### config.mk
export PLATFORM = sky130hd
export DESIGN_NAME = prim_rom_scanner
export DESIGN_NICKNAME = d
export VERILOG_FILES = /design/src/rtl/prim_rom_pkg.sv /design/src/rtl/prim_rom_scanner.sv
export SDC_FILE = /design/constraint.sdc
export NUM_CORES = 1
export LEC_CHECK = 0
export BUFFER_PORTS_ARGS = -buffer_cell sky130_fd_sc_hd__buf_4
export CAP_MARGIN = 30
export CORE_UTILIZATION = 40
export DETAILED_ROUTE_END_ITERATION = 10
export PLACE_DENSITY = 0.74
export SYNTH_ARGS = -nofsm -noshare
export SYNTH_HDL_FRONTEND = slang
export SYNTH_SLANG_ARGS = --single-unit
### constraint.sdc
create_clock -name clk_i -period 1.7 [get_ports clk_i]
set_input_delay 0.17 -clock clk_i [delete_from_list [all_inputs] [get_ports clk_i]]
set_output_delay 0.17 -clock clk_i [all_outputs]
set_load 0.01 [all_outputs]
### src/rtl/prim_rom_pkg.sv
// rtl/prim_rom_pkg.sv - shared types and checksum step for the ROM scanner
package prim_rom_pkg;

  typedef enum logic [1:0] {
    IDLE  = 2'd0,
    SCAN  = 2'd1,
    DRAIN = 2'd2,
    DONE  = 2'd3
  } rom_scan_state_e;

  localparam int unsigned RomCsumMaxWidth = 64;

  // Rotate-left-by-one of a width-bit value held in the low bits, then xor in the new word.
  function automatic logic [RomCsumMaxWidth-1:0] rom_csum_step(
    input logic [RomCsumMaxWidth-1:0] csum,
    input logic [RomCsumMaxWidth-1:0] data,
    input int unsigned                width
  );
    logic [RomCsumMaxWidth-1:0] mask;
    logic [RomCsumMaxWidth-1:0] rot;
    mask = (width >= RomCsumMaxWidth) ? '1 : ((64'd1 << width) - 64'd1);
    rot  = ((csum << 1) | (csum >> (width - 1))) & mask;
    return rot ^ (data & mask);
  endfunction

endpackage

### src/rtl/prim_rom_scanner.sv
// rtl/prim_rom_scanner.sv - ROM read scanner with rotate-xor checksum and response protocol check
// Optional checksum compare against exp_checksum_i enabled by ROM_SCAN_CMP_EN.
module prim_rom_scanner
  import prim_rom_pkg::*;
#(
  parameter int Width = 32,
  parameter int Depth = 2048,
  localparam int Aw = (Depth > 1) ? $clog2(Depth) : 1
) (
  input  logic             clk_i,
  input  logic             rst_ni,
  input  logic             start_i,
  output logic             busy_o,
  output logic             done_o,
  output logic [Width-1:0] checksum_o,
  output logic             err_o,
  output logic             req_o,
  output logic [Aw-1:0]    addr_o,
  input  logic             rvalid_i,
  input  logic [Width-1:0] rdata_i,
  input  logic [Width-1:0] exp_checksum_i,
  output logic             mismatch_o
);

  localparam logic [Aw-1:0] LastAddr = Aw'(Depth - 1);

  rom_scan_state_e  state_q, state_d;
  logic [Aw-1:0]    cnt_q;
  logic [Width-1:0] csum_q;
  logic             pending_q;
  logic             err_q;
  logic             start_acc;
  logic             last_addr;

  assign start_acc = (state_q == IDLE) && start_i;
  assign last_addr = (cnt_q == LastAddr);

  always_comb begin
    state_d = state_q;
    unique case (state_q)
      IDLE:    if (start_i) state_d = SCAN;
      SCAN:    if (last_addr) state_d = DRAIN;
      DRAIN:   state_d = DONE;
      DONE:    state_d = IDLE;
      default: state_d = IDLE;
    endcase
  end

  always_ff @(posedge clk_i or negedge rst_ni) begin
    if (!rst_ni) begin
      state_q   <= IDLE;
      cnt_q     <= '0;
      csum_q    <= '0;
      pending_q <= 1'b0;
      err_q     <= 1'b0;
    end else begin
      state_q   <= state_d;
      pending_q <= (state_q == SCAN);
      if (start_acc) begin
        cnt_q  <= '0;
        csum_q <= '0;
        err_q  <= 1'b0;
      end else begin
        if ((state_q == SCAN) && !last_addr) cnt_q <= cnt_q + 1'b1;
        if (rvalid_i) begin
          csum_q <= Width'(rom_csum_step(64'(csum_q), 64'(rdata_i), Width));
        end
        // Any response that does not line up with the request one cycle earlier is a protocol error.
        if (rvalid_i != pending_q) err_q <= 1'b1;
      end
    end
  end

`ifdef ROM_SCAN_CMP_EN
  logic mismatch_q;

  always_ff @(posedge clk_i or negedge rst_ni) begin
    if (!rst_ni) begin
      mismatch_q <= 1'b0;
    end else if (start_acc) begin
      mismatch_q <= 1'b0;
    end else if (state_q == DONE) begin
      mismatch_q <= (csum_q != exp_checksum_i);
    end
  end

  assign mismatch_o = mismatch_q;
`else
  logic unused_exp_checksum;
  assign unused_exp_checksum = ^exp_checksum_i;
  assign mismatch_o          = 1'b0;
`endif

  assign req_o      = (state_q == SCAN);
  assign addr_o     = cnt_q;
  assign busy_o     = (state_q == SCAN) || (state_q == DRAIN);
  assign done_o     = (state_q == DONE);
  assign checksum_o = csum_q;
  assign err_o      = err_q;

  req_known_a: assert property (@(posedge clk_i) disable iff (!rst_ni) !$isunknown(req_o));
  addr_range_a: assert property (@(posedge clk_i) disable iff (!rst_ni)
    req_o |-> (int'(addr_o) < Depth));

endmodule

# Yosys cells after proc, flatten, opt, wreduce, memory -nomap -nowiden
# Cells that the tools add are included.
[word_totals] output_inout_bits=48 regBits=47 romBits=0 latchBits=0 memories=0 input_bits=68 mem_bits_rw=0
[classes] mul=0 n_addsub=1 order_cmp=0 reduce_logical=9 shift=0 bitwise=2 eq_ne=7 mux=9 n_div=0
[op_table] operator="$mux 32" count=2
[op_table] operator="$or 32x1->32" count=1
[op_table] operator="$xor 32x32->32" count=1
[op_table] operator="$mux 11" count=2
[op_table] operator="$add 11x1->11 const B" count=1
[op_table] operator="$eq 11x11->1 const B" count=1
[op_table] operator="$pmux 2 s4" count=1
[op_table] operator="$reduce_bool 2->1" count=3
[op_table] operator="$eq 2x2->1 const B" count=2
[op_table] operator="$mux 2" count=2
[op_table] operator="$eq 2x1->1 const B" count=1
[op_table] operator="$logic_and 1x1->1" count=2
[op_table] operator="$logic_not 2->1" count=1
[op_table] operator="$mux 1" count=2
[op_table] operator="$ne 2x1->1 const B" count=1
[op_table] operator="$ne 2x2->1 const B" count=1
[op_table] operator="$reduce_and 2->1" count=1
[op_table] operator="$logic_not 1->1" count=1
[op_table] operator="$logic_or 1x1->1" count=1
[op_table] operator="$ne 1x1->1" count=1

# Longest topological paths before layout
# Gate-level depths: netlist of run 1.
[depth] word_depth=5 ltp_mapped=7

# Worst setup path after synthesis of run 1
# OpenSTA, ideal clock, no wires.
[synth_timing] kind="flip-flop to flip-flop" startpoint="register cnt_q[0] (netlist: addr_o[0])" endpoint="register state_q[1]" t_required_ns=1.575 path_slack_ns=-0.122 n_path_buf=0 stages_incl_launch_ff=6 t_arrival_ns=1.697 synth_period_minus_slack_ns=1.822 cell_sequence="dfrtp_1 -> ha_1 -> nand3_2 -> o41ai_4 -> o21ai_2 -> mux2_4"
[synth_via] elab_chain_cells=3
[synth_rtl] element="from (decl)" line="prim_rom_scanner.sv:28" rtl="logic [Aw-1:0] cnt_q;"
[synth_rtl] element="from (signal assigned)" line="prim_rom_scanner.sv:64" rtl="if ((state_q == SCAN) && !last_addr) cnt_q <= cnt_q + 1'b1;"
[synth_rtl] element="$eq 11x11->1" line="prim_rom_scanner.sv:36" rtl="assign last_addr = (cnt_q == LastAddr);"
[synth_rtl] element="$ne 2x1->1 (no line)"
[synth_rtl] element="$reduce_and 2->1 (no line)"
[synth_rtl] element="to (signal assigned)" line="prim_rom_scanner.sv:57" rtl="state_q <= state_d;"
[synth_rtl] element="to (decl)" line="prim_rom_scanner.sv:27" rtl="rom_scan_state_e state_q, state_d;"
# Every way passes these cells.
# A chain may end at the register's enable or synchronous reset.

# Worst setup path after layout of run 1
[layout_timing] startpoint="register cnt_q[1] (netlist: addr_o[1])" endpoint="register cnt_q[7] (netlist: addr_o[7])"
[layout_via] elab_chain_cells=4 word_cells_on_any_way=7
[layout_rtl] element="parallel branches: the longest is 4 deep, another holds $add 11x1->11"
# Several ways; the timed one is not identified. The select of a mux whose other input is x is not followed.

==> results of run 1 <==
## layout by cell type (no fill, tap or decap), drive strengths merged, types with 4 or more instances in the layout
cell type   n
buf        95
dfrtp      47
nor2       39
xnor2      32
a211oi     32
clkbuf      8
inv         7
nand2       7
nand3       6
ha          6
a21oi       4
nor3        4
o21ai       4
## worst max-delay path by stage
stage / start / end / slack, ns / depth (start not counted)
floorplan: state_q[1] / addr_o[3] / 0.005 / 5
detailed placement: state_q[1] / addr_o[3] / 0.002 / 5
CTS: addr_o[1] / addr_o[7] / 0.03 / 5
finish: addr_o[1] / addr_o[7] / 0.09 / 5
global route: state_q[1] / addr_o[9] / 0.008 / 6
global placement: state_q[1] / addr_o[3] / 0.02 / 5
## routing by layer
metal,vias to the layer above,wire length (microns),GRT usage (%)
met1,922,2354,22.88
li1,965,-,-
met2,61,2611,31.91
met5,-,0,0
met3,9,245,3.372
met4,0,110,8.519
## worst max-delay path: cells and delay by family, from the launching register on
family / cells / cell delay [ns]
flops: 1 / 0.41
mux: 1 / 0.18
simple gates: 3 / 0.78
fa+ha+maj: 1 / 0.18
## state kept, by name (all words and copies together) (netlist names)
name	flops
checksum_o	32
addr_o	11
state_q	2
err_o	1
pending_q	1
## cell type report
class | count | area share, %
Sequential cell | 47 | 36.35
Multi-Input combinational cell | 159 | 34.65
Timing Repair Buffer | 96 | 22.33
Clock buffer | 8 | 3.090
Tap cell | 72 | 2.781
Inverter | 7 | 0.8111
## power by group through the flow
stage	combinational [uW]	clock, uW	sequential [uW]
5_1_grt	952	811	1520
3_3_place_gp	856	0	1500
4_1_cts	879	775	1490
6_report	867	751	1490
3_5_place_dp	877	0	1510
2_1_floorplan	361	0	1570
## cells by family after synthesis
kind of cell | Yosys count | share of synthesized area, %
compound gates | 46 | 14.96
fa+ha+maj | 6 | 3.195
buf+inv | 20 | 3.355
simple gates | 69 | 14.11
mux | 3 | 1.491
flops | 47 | 50.05
xor+xnor | 34 | 12.67
other cells | 1 | 0.1596
## what timing repair did
action,4_1_cts,5_1_grt
gates resized for setup,1,3
hold buffers,1,0
gates cloned,0,0
endpoints found under the hold margin,47,0
pin swaps,0,0
endpoints found under the setup margin,1,6
## per-stage QoR
stage               worst slack [ns]  power, uW  util (%)  hold slack (ns)  cell area, sq um
global placement             0.02299       2359     55.69           0.2204              3104
detailed placement          0.001787       2382     55.69           0.2251              3104
global route                0.007963       3282     58.11           0.1388              3239
floorplan                   0.005226       1931         -          -0.1256              2354
finish                       0.08696       3108     58.11           0.1472              3239
CTS                          0.03283       3145     57.71           0.1386              3217
==> results.json, run 1 <==
{
  "wl_per_cell_microns": 13.68,
  "synth_area_leaders": "dfrtp_1 50%, xnor2_1 12%, a211oi_1 10%, nor2_1 6.2%, ha_1 3.2%",
  "cts_buffers": 5,
  "path_clk_slew_ns": 0.09,
  "ant_nets": 0,
  "slew_violations": 0,
  "netlist.area_leader.share_pct": 50.05,
  "drv_cap": 0,
  "io_buffer_count": 82,
  "finalClockSkew_ns": 0.005658,
  "grt_max_degree": 66,
  "hp-start": "rdata_i[15]",
  "p_int_uw": 2186,
  "grt_pass1_wl_mm": 8.942,
  "htree_levels": 2,
  "via_per_inst": 5.031,
  "cts_tree": "yes",
  "cp-end-kind": "register",
  "fin_tns_setup_ns": 0,
  "vias": 1957,
  "status": "completed",
  "start_util_pct": 42.15,
  "clockBufferDepth": 2,
  "synth_top_cell_by_area": "dfrtp_1",
  "rows": 27,
  "post-route-drc-count": 0,
  "hold_depth": 3,
  "synth.avg_cell_area_sq_um": 10.40,
  "cts.sinks": 47,
  "clock_latency_ns": 0.30,
  "worst-setup-path-type": "register to register",
  "seq_area_sq_um": 1177,
  "rrSetupSlack_ns": 0.09,
  "crit_arrival_ns": 1.84,
  "synthFlopType": "dfrtp_1",
  "placed_cells": 380,
  "layout_worst_path_cycle_share_pct": 94.88,
  "reg2regPathDepth": 5,
  "nets": 390,
  "cp_slowest_cell": "or4_4",
  "finalHoldViolCount": 0,
  "pwr-share-clk_pct": 24.2,
  "rsz0062_at_grt": "no",
  "final_cells": 389,
  "switchingPower_uw": 922.0,
  "reg2reg_from": "addr_o[1]",
  "grt_overflow": 0,
  "dp_hpwl_mm": 3.752,
  "multi_input_area_sq_um": 1122,
  "grt_pass1_vias": 1917,
  "r2r_end": "addr_o[7]",
  "routabilityCongestion": 0.8044,
  "min_period_ns": 1.613,
  "cp_data_required_time_ns": 1.93,
  "synth-seq-cells": 47,
  "fmax_ghz": 0.6199,
  "synth_common_cells": "47 x dfrtp_1, 39 x nor2_1, 32 x a211oi_1, 32 x xnor2_1, 9 x clkbuf_1",
  "gr-usage-all-layers_pct": 18.73,
  "wirelength_mm": 5.321,
  "cp_max_fo": 5,
  "power_density_nw_per_um2": 959.3,
  "setup_viol": 0,
  "syn_inst": 226,
  "synthToLayoutAreaGrowth_pct": 37.86,
  "nFillCells": 477,
  "antenna_found_initial": 0,
  "tightest_slew_ns": 0.5976,
  "worstHoldPathType": "primary input to register",
  "ys_warn_count": 0,
  "die_h_microns": 78.65,
  "synth-async-reset-ratio_pct": 100.0,
  "max_stage_delay_ns": 0.54,
  "crit_chain": "ha_4 -> nand3_4 -> or4_4 -> nand4_1 -> mux2i_1",
  "post_cts_buffers": 0,
  "drtIter0Drc": 79,
  "drive_above_1_share_pct": 36.28,
  "synth-seq-area-share_pct": 50.05,
  "synth_cell_types": 36,
  "n_antenna_cell": 0,
  "max-vdd-ir-drop_uv": 499.1,
  "cp-start-kind": "register",
  "slew_headroom_pct": 60.16,
  "syn_nets": 300,
  "die_w_microns": 78.65,
  "hold_path_end": "checksum_o[15]",
  "synth_edf_count": 0,
  "die_area_sq_um": 6185,
  "p_comb_share_pct": 27.9,
  "drt_pass1_iterations": 4,
  "yosysMostFrequentCell": "dfrtp_1",
  "cts-root-buf": "clkbuf_8",
  "cellLeakagePower_uw": 0.001463,
  "syn_area_sq_um": 2350,
  "ios": 116,
  "power_frac_seq_pct": 47.9,
  "core-area_sq_um": 5574,
  "p_sw_share_pct": 29.67
}
(Power assumes the default switching activity.)
==> inputs of run 2 (changes only) <==
--- a/config.mk
+++ b/config.mk
@@ -7,9 +7,12 @@
 export LEC_CHECK = 0
 export BUFFER_PORTS_ARGS = -buffer_cell sky130_fd_sc_hd__buf_4
 export CAP_MARGIN = 30
+export CORE_MARGIN = 4
 export CORE_UTILIZATION = 40
 export DETAILED_ROUTE_END_ITERATION = 10
+export MAX_ROUTING_LAYER = met4
 export PLACE_DENSITY = 0.74
+export SKIP_LAST_GASP = 1
 export SYNTH_ARGS = -nofsm -noshare
 export SYNTH_HDL_FRONTEND = slang
 export SYNTH_SLANG_ARGS = --single-unit
==> run 2 against run 1 <==
Net effect: final area grew 1.1%; non-clock buffer count is 6 higher; combinational power decreased by 0.9%; fmax decreased by 1.8%; largest power group unchanged; worst hold slack improved by 0.0084 ns; sequential power about the same; critical path depth is the same.
==> results.json, run 2 (synthesis results as in run 1) <==
{
  "status": "completed",
  "die_area_sq_um": 7165,
  "layout_worst_path_cycle_share_pct": 96.60,
  "finalHoldViolCount": 0,
  "slew_violations": 0,
  "reg2reg_from": "addr_o[1]",
  "cp-start-kind": "register",
  "crit_arrival_ns": 1.82,
  "cts.sinks": 47,
  "wl_per_cell_microns": 13.89,
  "antenna_found_initial": 0,
  "dp_hpwl_mm": 4.026,
  "routabilityCongestion": 0.7639,
  "max-vdd-ir-drop_uv": 509.7,
  "grt_overflow": 0,
  "setup_viol": 0,
  "tightest_slew_ns": 0.6066,
  "finalClockSkew_ns": 0.005715,
  "largest_reg_flops": 32,
  "cellLeakagePower_uw": 0.001505,
  "die_w_microns": 84.65,
  "vias": 1966,
  "path_clk_slew_ns": 0.08,
  "slew_headroom_pct": 59.56,
  "final_common_cell": "buf_4",
  "cts-root-buf": "clkbuf_8",
  "hold_depth": 3,
  "core-area_sq_um": 5608,
  "n_antenna_cell": 0,
  "drive_above_1_share_pct": 37.15,
  "final_cells": 395,
  "cts_tree": "yes",
  "nets": 396,
  "drv_cap": 0,
  "synthToLayoutAreaGrowth_pct": 39.40,
  "drtIter0Drc": 70,
  "cp-end-kind": "register",
  "die_h_microns": 84.65,
  "grt_max_degree": 66,
  "reg2regPathDepth": 5,
  "min_period_ns": 1.642,
  "whs_ns": 0.1556,
  "worst-setup-path-type": "register to register",
  "cp_max_fo": 5,
  "final_core_util_pct": 58.41,
  "ios": 116,
  "io_buffer_count": 82,
  "pre_cts_slack_ns": 0.02611,
  "grt_pass1_wl_mm": 9.294,
  "htree_levels": 2,
  "gr-usage-all-layers_pct": 16.06,
  "cts_buffers": 5,
  "ant_nets": 0,
  "rows": 27,
  "start_util_pct": 41.90,
  "clock_latency_ns": 0.29,
  "post-route-drc-count": 0,
  "power_uw": 2992,
  "hp-start": "rdata_i[27]",
  "final_cell_mix": "101 x buf_4, 46 x dfrtp_1, 39 x nor2_1, 32 x xnor2_1, 32 x a211oi_1",
  "grt_pass1_vias": 1976,
  "rrSetupSlack_ns": 0.06,
  "via_per_inst": 4.977,
  "power_density_nw_per_um2": 913.5,
  "placed_cells": 382,
  "fin_ws_ns": 0.05772,
  "clockBufferDepth": 2,
  "wirelength_mm": 5.486,
  "drt_pass1_iterations": 4,
  "fmax_ghz": 0.6089,
  "hold_path_end": "checksum_o[27]",
  "r2r_end": "state_q[1]",
  "cp_data_required_time_ns": 1.88,
  "worstHoldPathType": "primary input to register"
}
==> run 2: cell types whose count changed in the layout (fill, tap and decap cells not counted), sizes merged <==
cell,change
buf,+6
clkbuf,-1
clkinv,+1
==> run 2: worst max path at each step <==
stage          slack (ns)          to        from  cells past startpoint
6_report             0.06  state_q[1]   addr_o[1]                      5
5_1_grt             -0.01  state_q[1]   addr_o[1]                      5
4_1_cts             0.009  state_q[1]   addr_o[1]                      5
3_5_place_dp         0.03  state_q[1]   addr_o[1]                      5
3_3_place_gp         0.03  state_q[1]   addr_o[1]                      5
2_1_floorplan       0.005   addr_o[3]  state_q[1]                      5
==> run 2: final cells by class <==
class / count / area (sq um)
Fill cell: 518 / 2332
Sequential cell: 47 / 1177
Multi-Input combinational cell: 159 / 1132
Timing Repair Buffer: 102 / 768.2
Tap cell: 72 / 90.09
Clock buffer: 7 / 76.32
Inverter: 7 / 26.28
Clock inverter: 1 / 5.005
==> run 2: per-layer routing <==
metal	track usage (%)	share of wire, %
met1	19.80	43
met2	26.55	50
met3	4.514	5.9
met4	3.022	0.80
met5	-	0
==> run 2: power breakdown <==
group	leakage [uW]	internal, uW	switching [uW]
clock network	0.0000422	289	352
registers	0.000523	1300	191
logic	0.000940	512	346
total	0.00151	2100	890
==> run 2: what timing repair did <==
item | 4_1_cts | 5_1_grt
hold endpoints to repair | 47 | 0
endpoints found under the setup margin | 0 | 7
hold buffers | 1 | 0
setup buffers | 0 | 4
resized for setup | 0 | 5
==> run 2: per-stage QoR <==
stage	TNS [ns]	area (sq um)
2_1_floorplan	0	2354
3_3_place_gp	0	3119
3_5_place_dp	0	3119
4_1_cts	0	3211
5_1_grt	-0.01082	3276
6_report	0	3276
==> run 2: worst max-delay path, cell delays in order, from the launching register on <==
cell     delay (ns)
dfrtp_1        0.40
ha_4           0.17
nand3_4        0.09
o41ai_4        0.41
o21ai_2        0.13
mux2_4         0.31
==> inputs of run 3 (changes only) <==
--- a/config.mk
+++ b/config.mk
@@ -5,10 +5,12 @@
 export SDC_FILE = /design/constraint.sdc
 export NUM_CORES = 1
 export LEC_CHECK = 0
+export ABC_AREA = 1
 export BUFFER_PORTS_ARGS = -buffer_cell sky130_fd_sc_hd__buf_4
 export CAP_MARGIN = 30
 export CORE_MARGIN = 4
 export CORE_UTILIZATION = 40
+export CTS_CLUSTER_DIAMETER = 100
 export DETAILED_ROUTE_END_ITERATION = 10
 export MAX_ROUTING_LAYER = met4
 export PLACE_DENSITY = 0.74
==> run 3 against run 2 <==
Net effect: wire length is 2.3% higher; clock skew is 0.0010 ns lower; fmax is 6.8% higher; register-to-register slack better by 0.11 ns; final area is 1.6% lower; synthesized area is 2.0% higher; worst hold slack worse by 0.0071 ns; critical path depth is 2 higher; sequential power is 38% higher; power is 74% higher; global-route usage is 0.54 points higher.
==> results.json, run 3 <==
{
  "status": "completed",
  "cp-start-kind": "register",
  "drv_cap": 0,
  "rows": 27,
  "synthToLayoutAreaGrowth_pct": 34.50,
  "cts_buffers": 5,
  "finalClockSkew_ns": 0.004713,
  "rsz0062_at_grt": "no",
  "layout_worst_path_cycle_share_pct": 90.42,
  "synth_cell_types": 23,
  "crit_arrival_ns": 1.73,
  "dp_hpwl_mm": 4.190,
  "wirelength_mm": 5.611,
  "cts.sinks": 47,
  "worstHoldPathType": "primary input to register",
  "synth-async-reset-ratio_pct": 100.0,
  "drtIter0Drc": 57,
  "synth_area_leaders": "dfrtp_1 49%, xnor2_1 12%, nand3_1 10%, nand2_1 6.9%, o21ai_0 6.9%",
  "worst-setup-path-type": "register to register",
  "grt_overflow": 0,
  "synthFlopType": "dfrtp_1",
  "post_cts_buffers": 0,
  "cp-end-kind": "register",
  "cts-root-buf": "clkbuf_8",
  "syn_area_sq_um": 2397,
  "ys_warn_count": 0,
  "cellLeakagePower_uw": 0.001572,
  "synth-seq-area-share_pct": 49.06,
  "via_per_inst": 4.920,
  "ant_nets": 0,
  "power_density_nw_per_um2": 1617,
  "syn_inst": 270,
  "finalHoldViolCount": 0,
  "cp_max_fo": 15,
  "fin_tns_setup_ns": 0,
  "gr-usage-all-layers_pct": 16.60,
  "final_cell_mix": "88 x buf_4, 50 x nand3_1, 47 x dfrtp_1, 43 x nand2_1, 33 x o21ai_0",
  "largest_reg_flops": 32,
  "routabilityCongestion": 0.8162,
  "grt_pass1_wl_mm": 9.653,
  "die_w_microns": 85.42,
  "setup_viol": 0,
  "vias": 2096,
  "ios": 116,
  "dpl_cell_area_sq_um": 3094,
  "post-route-drc-count": 0,
  "grt_max_degree": 48,
  "clockBufferDepth": 2,
  "synth_edf_count": 0,
  "nets": 427,
  "start_util_pct": 42.49,
  "syn_nets": 344,
  "wl_per_cell_microns": 13.17,
  "final_common_cell": "buf_4",
  "yosysMostFrequentCell": "nand3_1",
  "synth.avg_cell_area_sq_um": 8.879,
  "drt_pass1_iterations": 7,
  "slew_violations": 0,
  "n_antenna_cell": 0,
  "netlist.area_leader.share_pct": 49.06,
  "synth_top_cell_by_area": "dfrtp_1",
  "io_buffer_count": 82,
  "core-area_sq_um": 5642,
  "cts_tree": "yes",
  "antenna_found_initial": 0,
  "clock_latency_ns": 0.29,
  "slew_headroom_pct": 60.28,
  "htree_levels": 2,
  "tightest_slew_ns": 0.5959,
  "whs_ns": 0.1485,
  "grt_pass1_vias": 2097,
  "cp_data_required_time_ns": 1.89,
  "die_area_sq_um": 7296,
  "drive_above_1_share_pct": 29.10,
  "nFillCells": 507,
  "synth_common_cells": "50 x nand3_1, 47 x dfrtp_1, 44 x nand2_1",
  "min_period_ns": 1.537,
  "synth-seq-cells": 47,
  "fin_area_sq_um": 3224,
  "path_clk_slew_ns": 0.09,
  "max-vdd-ir-drop_uv": 682.7,
  "die_h_microns": 85.42,
  "fmax_ghz": 0.6505
}
run 3: changes by cell type after synthesis, sizes merged, moves of 3 or more:
cell	change
clkbuf	-3
inv	+9
a211oi	-32
nand2	+39
o21ai	+29
buf	+4
a21oi	-3
nor2	-24
nand3	+44
run 3: report_power, final:
part	leakage (uW)	internal (uW)	total [uW]	switching, uW
clock	0.0000612	476	841	365
sequential	0.000602	1580	2050	474
combinational	0.000909	1210	2320	1120
run 3: worst paths after layout:
check | startpoint | endpoint | slack, ns | cells past startpoint
min in group asynchronous | rst_ni | addr_o[6] | 0.41 | 2
max | state_q[0] | addr_o[5] | 0.16 | 7
max reg2reg | state_q[0] | addr_o[5] | 0.16 | 7
min reg2reg | err_o | err_o | 0.53 | 2
min | rdata_i[7] | checksum_o[7] | 0.15 | 3
max in group asynchronous | rst_ni | checksum_o[22] | 0.88 | 2
run 3: stage by stage:
| step | util (%) | setup slack (ns) | power, uW | instances |
|---|---|---|---|---|
| floorplan | - | 0.3926 | 3297 | 270 |
| finish | 57.15 | 0.1628 | 5215 | 426 |
| CTS | 57.11 | 0.03020 | 5293 | 426 |
| detailed placement | 54.85 | 0.03038 | 4428 | 417 |
| global route | 57.15 | 0.01972 | 5642 | 426 |
| global placement | 54.85 | 0.09231 | 4356 | 417 |
run 3: area by class of cell:
| type | count | area [sq um] | share of cell area (%) |
|---|---|---|---|
| multi-input cells | 193 | 1090 | 33.80 |
| repair buffers | 90 | 690.7 | 21.42 |
| flip-flops and latches | 47 | 1176 | 36.48 |
| clock inverters | 2 | 35.03 | 1.087 |
| well taps | 72 | 90.09 | 2.794 |
| clock buffers | 6 | 82.58 | 2.561 |
| inverters | 16 | 60.06 | 1.863 |
run 3: cell families (layout without fill, tap and decap cells):
family / after synthesis / count (layout) / synth area share (%)
DFF: 47 / 47 / 49.06
other: 1 / 1 / 0.1564
buffers and inverters: 30 / 114 / 5.584
AOI/OAI and AO/OA: 35 / 35 / 7.411
xor gates and xnor gates: 35 / 35 / 12.79
adders and majority gates: 6 / 6 / 3.131
and+or+nand+nor: 116 / 116 / 21.87
run 3: critical path, stage by stage (launching register included):
cell and delay [ns]:
dfrtp_1 0.41, inv_1 0.10, ha_1 0.23, nand2_2 0.18, buf_4 0.24, nand2_1 0.14
nand2_1 0.09, nand2_1 0.05
run 3: repair_timing:
action,CTS,global route
endpoints found under the setup margin,0,39
hold buffers,1,0
gates resized for setup,0,1
endpoints found under the hold margin,47,0
run 3: per-layer routing:
metal  up-vias  wire length (microns)  GRT usage [%]  share of wire (%)
met5         -                      0              -                  0
met4         0                     55          3.885               0.98
met3         6                    364          3.981                6.5
met2        65                   2814          28.67                 50
met1       989                   2377          19.48                 42
li1       1036                      -              -                  -
